==> src/rtl/fifo_if.sv <==
// Handshake and status bundle between FIFO users and the sync_fifo_core storage end.
// overflow/underflow exist only when SYNC_FIFO_ERR_FLAGS_EN is defined.
interface fifo_if #(
    parameter int ADDR_WIDTH = 2,
    parameter int DATA_WIDTH = 8
);
    logic                  wr_en;
    logic [DATA_WIDTH-1:0] wr_data;
    logic                  rd_en;
    logic [DATA_WIDTH-1:0] rd_data;
    logic                  rd_valid;
    logic                  full;
    logic                  empty;
    logic [ADDR_WIDTH:0]   count;
    logic [ADDR_WIDTH-1:0] wr_ptr;
    logic [ADDR_WIDTH-1:0] rd_ptr;
`ifdef SYNC_FIFO_ERR_FLAGS_EN
    logic                  overflow;
    logic                  underflow;
`endif

    // Producers and consumers together form the master side.
    modport master (
        output wr_en, wr_data, rd_en,
        input  rd_data, rd_valid, full, empty, count, wr_ptr, rd_ptr
`ifdef SYNC_FIFO_ERR_FLAGS_EN
        , input overflow, underflow
`endif
    );

    modport slave (
        input  wr_en, wr_data, rd_en,
        output rd_data, rd_valid, full, empty, count, wr_ptr, rd_ptr
`ifdef SYNC_FIFO_ERR_FLAGS_EN
        , output overflow, underflow
`endif
    );
endinterface

==> src/rtl/sync_fifo_core.sv <==
// Single-clock FIFO storage/pointer core, depth 2**ADDR_WIDTH, one-cycle registered read.
// Define SYNC_FIFO_ERR_FLAGS_EN to add sticky overflow/underflow outputs.
module sync_fifo_core #(
    parameter int ADDR_WIDTH = 2,
    parameter int DATA_WIDTH = 8
) (
    input logic   clk,
    input logic   rst,
    fifo_if.slave bus
);
    localparam int                  DEPTH    = 1 << ADDR_WIDTH;
    localparam logic [ADDR_WIDTH:0] CNT_ONE  = (ADDR_WIDTH+1)'(1);
    localparam logic [ADDR_WIDTH:0] CNT_FULL = (ADDR_WIDTH+1)'(DEPTH);
    localparam logic [ADDR_WIDTH-1:0] PTR_ONE = ADDR_WIDTH'(1);

    logic [DATA_WIDTH-1:0] mem [DEPTH];
    logic [ADDR_WIDTH-1:0] wr_ptr_q, rd_ptr_q;
    logic [ADDR_WIDTH:0]   count_q, count_nxt;
    logic                  full_q, empty_q;
    logic [DATA_WIDTH-1:0] rd_data_q;
    logic                  rd_valid_q;
    logic                  wr_acc, rd_acc;

    // Acceptance uses only registered flags; reset suppresses both sides.
    assign wr_acc = bus.wr_en && !full_q  && !rst;
    assign rd_acc = bus.rd_en && !empty_q && !rst;

    always_comb begin
        count_nxt = count_q;
        case ({wr_acc, rd_acc})
            2'b10:   count_nxt = count_q + CNT_ONE;
            2'b01:   count_nxt = count_q - CNT_ONE;
            default: count_nxt = count_q;
        endcase
    end

    // NOTE: sequential state uses non-blocking assignments so every register samples pre-edge values.
    always_ff @(posedge clk) begin
        if (rst) begin
            wr_ptr_q   <= '0;
            rd_ptr_q   <= '0;
            count_q    <= '0;
            full_q     <= 1'b0;
            empty_q    <= 1'b1;
            rd_data_q  <= '0;
            rd_valid_q <= 1'b0;
        end else begin
            if (wr_acc) wr_ptr_q <= wr_ptr_q + PTR_ONE;
            if (rd_acc) begin
                rd_ptr_q  <= rd_ptr_q + PTR_ONE;
                rd_data_q <= mem[rd_ptr_q];
            end
            rd_valid_q <= rd_acc;
            count_q    <= count_nxt;
            full_q     <= (count_nxt == CNT_FULL);
            empty_q    <= (count_nxt == '0);
        end
    end

    // NOTE: storage has no reset; count and pointers alone define which entries are live.
    always_ff @(posedge clk) begin
        if (wr_acc) mem[wr_ptr_q] <= bus.wr_data;
    end

`ifdef SYNC_FIFO_ERR_FLAGS_EN
    logic overflow_q, underflow_q;

    always_ff @(posedge clk) begin
        if (rst) begin
            overflow_q  <= 1'b0;
            underflow_q <= 1'b0;
        end else begin
            if (bus.wr_en && full_q)  overflow_q  <= 1'b1;
            if (bus.rd_en && empty_q) underflow_q <= 1'b1;
        end
    end

    assign bus.overflow  = overflow_q;
    assign bus.underflow = underflow_q;
`endif

    assign bus.rd_data  = rd_data_q;
    assign bus.rd_valid = rd_valid_q;
    assign bus.full     = full_q;
    assign bus.empty    = empty_q;
    assign bus.count    = count_q;
    assign bus.wr_ptr   = wr_ptr_q;
    assign bus.rd_ptr   = rd_ptr_q;
endmodule

==> src/flat_wrapper.sv <==
// flat-port wrapper written by rule: the top's interface ports become plain ports
module sync_fifo_core_flat 
#(
    parameter int ADDR_WIDTH = 2,
    parameter int DATA_WIDTH = 8
)
  (clk, rst, bus_wr_en, bus_wr_data, bus_rd_en, bus_rd_data, bus_rd_valid, bus_full, bus_empty, bus_count, bus_wr_ptr, bus_rd_ptr);
  fifo_if #(.ADDR_WIDTH(ADDR_WIDTH), .DATA_WIDTH(DATA_WIDTH)) bus_i ();
  input logic clk;
  input logic rst;
  input wire logic [$bits(bus_i.wr_en)-1:0] bus_wr_en;
  input wire logic [$bits(bus_i.wr_data)-1:0] bus_wr_data;
  input wire logic [$bits(bus_i.rd_en)-1:0] bus_rd_en;
  output wire logic [$bits(bus_i.rd_data)-1:0] bus_rd_data;
  output wire logic [$bits(bus_i.rd_valid)-1:0] bus_rd_valid;
  output wire logic [$bits(bus_i.full)-1:0] bus_full;
  output wire logic [$bits(bus_i.empty)-1:0] bus_empty;
  output wire logic [$bits(bus_i.count)-1:0] bus_count;
  output wire logic [$bits(bus_i.wr_ptr)-1:0] bus_wr_ptr;
  output wire logic [$bits(bus_i.rd_ptr)-1:0] bus_rd_ptr;
  assign bus_i.wr_en = bus_wr_en;
  assign bus_i.wr_data = bus_wr_data;
  assign bus_i.rd_en = bus_rd_en;
  assign bus_rd_data = bus_i.rd_data;
  assign bus_rd_valid = bus_i.rd_valid;
  assign bus_full = bus_i.full;
  assign bus_empty = bus_i.empty;
  assign bus_count = bus_i.count;
  assign bus_wr_ptr = bus_i.wr_ptr;
  assign bus_rd_ptr = bus_i.rd_ptr;
  sync_fifo_core #(.ADDR_WIDTH(ADDR_WIDTH), .DATA_WIDTH(DATA_WIDTH)) u_core (.clk(clk), .rst(rst), .bus(bus_i));
endmodule
==> config.mk <==
export PLATFORM = sky130hd
export DESIGN_NAME = sync_fifo_core_flat
export DESIGN_NICKNAME = d
export VERILOG_FILES = /design/src/rtl/fifo_if.sv /design/src/rtl/sync_fifo_core.sv /design/src/flat_wrapper.sv
export SDC_FILE = /design/constraint.sdc
export NUM_CORES = 1
export LEC_CHECK = 0
export CORE_MARGIN = 5
export CORE_UTILIZATION = 41
export CTS_CLUSTER_DIAMETER = 100
export CTS_CLUSTER_SIZE = 14
export DETAILED_ROUTE_END_ITERATION = 16
export PLACE_DENSITY = 0.67
export RECOVER_POWER = 50
export SYNTH_ARGS = -nofsm -noshare
export SYNTH_HDL_FRONTEND = slang
export SYNTH_SLANG_ARGS = --single-unit
==> constraint.sdc <==
create_clock -name clk -period 3.15 [get_ports clk]
set_clock_uncertainty 0.2 [all_clocks]
set_input_delay 0.945 -clock clk [delete_from_list [all_inputs] [get_ports clk]]
set_output_delay 0.945 -clock clk [all_outputs]
set_load 0.02 [all_outputs]
==> summary.txt <==
Outcome
  • Status: finished, final reports clean

Floorplan
  • Initial Util: a little over two fifths
  • Die footprint: 6339 µm²
  • Io pins: 30
  • # rows: 25
  • Die W: ~80 µm
  • Die Ht: 79.62 µm
  • Core ar.: 4723 µm²

Setup path
  • CP endpoint kind: register
  • WP buf/inv: 2
  • Crit path launch type: input port
  • WS Path Type: input port to register
  • Slowest cell delay on critical path: ~0.47 ns
  • Required time of the critical path: approximately 3.2 ns
  • CP max FO: 3
  • CP most frequent cell: a21oi_1
  • Slowest CP cell: clkdlybuf4s50_1
  • Crit path max-delay family: simple AND/OR/NAND/NOR gates
  • Crit path cell chain: clkdlybuf4s50_1 > or3b_4 > inv_1 > ha_1 > fa_1 > nor3b_1 > a21oi_1 > a21oi_1
  • CP arrival: roughly 3.1 ns

GRT
  • Vias in the first global route: between 1k and 1.5k
  • GRT Util Overall: 13.04%
  • Largest net degree at the start of global routing: 20
  • Grt total ovfl: 0
  • First-pass GRT wire length: 6.072 mm
  • Antenna violations before repair: 0

Clocking
  • Reg clk slew, reported paths: about 0.090 ns
  • Num CTS Buffers: 5
  • Worst-skew pair later-pin latency: roughly 0.30 ns
  • Longest Clk Path Bufs: 2
  • CTS Hold Buffers Added: 0
  • Post_cts resized: 0
  • Clock root buffer: clkbuf_8
  • Clock Sinks: 50
  • Htree depth: 2
  • CTS tree: done
  • Setup bufs post-CTS: 0

Logic synthesis
  • Top post-synthesis cells by area: edfxtp_1, dfxtp_1, mux2i_1
  • Yosys warns: 0
  • Number of synthesized flops with an enable pin: 32
  • Sequential area share after synthesis: between 60% and 70%
  • Mean Syn Cell Area: ~14 µm²
  • Post-Syn Area: between 1500 and 2000 µm²
  • Post-Synthesis Cells: ~140
  • Largest area contributor in the netlist: edfxtp_1
  • Most frequent cell after synthesis: edfxtp_1
  • Synth async-reset ratio: 0%
  • Synthesized flop and latch total: 50
  • Net Count, Synth: around 160
  • Yosys top cell area share: between 40% and 50%
  • Predominant post-synthesis flop cell: edfxtp_1
  • Most instantiated cells after synthesis: edfxtp_1, dfxtp_1, mux2i_1
  • Yosys cell types: 29

Placement
  • Routability congestion estimate from global placement: 0.7611
  • Port Buffers: 29
  • Pre-CTS setup slack: -0.1845 ns
  • Hpwl dp: 2.592 mm
  • Post-DP Area: approximately 2400 µm²

Routing
  • # DRC: 0
  • DRT iter0 DRCs: 63
  • Detailed Routing Iterations Pass 1: 4
  • DRT antenna net count: 0
  • Vias per cell: between 4 and 5
  • Vias: around 1.2k
  • Per-cell routed wire length: between 15 and 20 µm
  • Post-Route WL: 3.831 mm

Power and ir drop
  • Pwr Density: approximately 560 nW/µm²
  • Leak: ~0.9 nW
  • Worst vdd ir: between 0.2 and 0.3 mV

STA
  • F_max: between 0.3 and 0.4 GHz
  • Final Hold Fails: 0
  • Max_slew headroom: between 50% and 60%
  • Tcrit/Tclk final: a little over nine tenths
  • Post-route setup slack: about 0.093 ns
  • Final Setup Violations: 0
  • Fin crit period: between 3 and 4 ns
  • RSZ-0062 raised after global routing: no
  • Slew @ Worst Pin: around 0.61 ns
  • Max-slew violations: 0

Final layout
  • Synth-to-layout area growth: 24.43%
  • Fin util: between 50% and 60%
  • Fin area: between 2000 and 2500 µm²
  • Filler Cell Count: between 400 and 500
  • Fin nets: 191
  • Ant. Diodes: 0
  • Layout cells sized above 1: approximately 6.9%

Flow run
  • Max Cap Viol: 0

Min path
  • HP Class: register to register
-- cells in the final DEF (no fill, tap or decap), types with 5 or more instances in the layout --
master / count
edfxtp_1: 32
ha_1: 5
dlygate4sd3_1: 20
o221ai_1: 8
mux2i_1: 18
nand3b_1: 8
dfxtp_1: 18
clkbuf_8: 5
clkdlybuf4s50_1: 9
nor2_1: 6
inv_1: 8
-- per-stage QoR --
step	power, mW	setup TNS (ns)	hold slack [ns]	instances
after detailed placement	0.9594	-0.4263	0.3016	233
after CTS	1.403	0	0.3354	241
after global placement	0.9510	-0.1763	0.2847	233
after floorplan	0.8728	0	0.3083	139
final	1.379	0	0.3237	241
after global routing	1.438	0	0.3482	241
-- tightest hold or removal path, stage by stage (launching register included) --
cell and delay, ns:
dfxtp_1 0.35, nand3b_1 0.08, o221ai_1 0.06
-- path summary, 6_finish.rpt --
check                   startpoint               endpoint  slack [ns]  cells past startpoint
max                            rst        u_core.bus.full        0.09                      8
min          u_core.bus.rd_data[7]  u_core.bus.rd_data[7]        0.32                      2
max reg2reg       u_core.bus.empty        u_core.bus.full        0.87                      7
min reg2reg  u_core.bus.rd_data[7]  u_core.bus.rd_data[7]        0.32                      2
-- layer usage --
layer,GRT usage [%],share of wire [%],routed length [µm]
met1,14.86,40,1544
met2,21.95,51,1953
met3,3.499,5.7,219
met4,7.388,2.9,113
met5,0,0,0
-- power breakdown --
group / leakage (nW) / internal (mW) / total [mW] / switching [mW]
sequential: 0.438 / 0.730 / 0.751 / 0.0211
clock: 0.0554 / 0.238 / 0.445 / 0.207
combinational: 0.403 / 0.0851 / 0.183 / 0.0975
total: 0.896 / 1.05 / 1.38 / 0.326
-- registers in the layout (all words and copies together) (netlist names) --
name                 cells
u_core.bus.full          1
u_core.mem              32
u_core.bus.count         3
u_core.bus.wr_ptr        2
u_core.bus.rd_valid      1
u_core.bus.rd_data       8
u_core.bus.empty         1
u_core.bus.rd_ptr        2
-- cell families after synthesis --
group	after synthesis	synth area share, %
mux	18	9.068
compound gates	14	5.478
simple gates	31	9.635
buf+inv	16	3.400
xor+xnor	4	1.764
fa+ha+maj	6	4.156
flops	50	66.50
-- cell type report --
class                   instances  area [µm²]  share of cell area [%]
clock buffers                   6       72.57                   2.935
clock inverters                 2       38.79                   1.569
inverters                       8       30.03                   1.215
multi-input cells              73       598.1                   24.19
flip-flops and latches         50        1321                   53.44
well taps                      67       83.83                   3.391
repair buffers                 35       327.8                   13.26
Power figures use the tool's default switching activity.
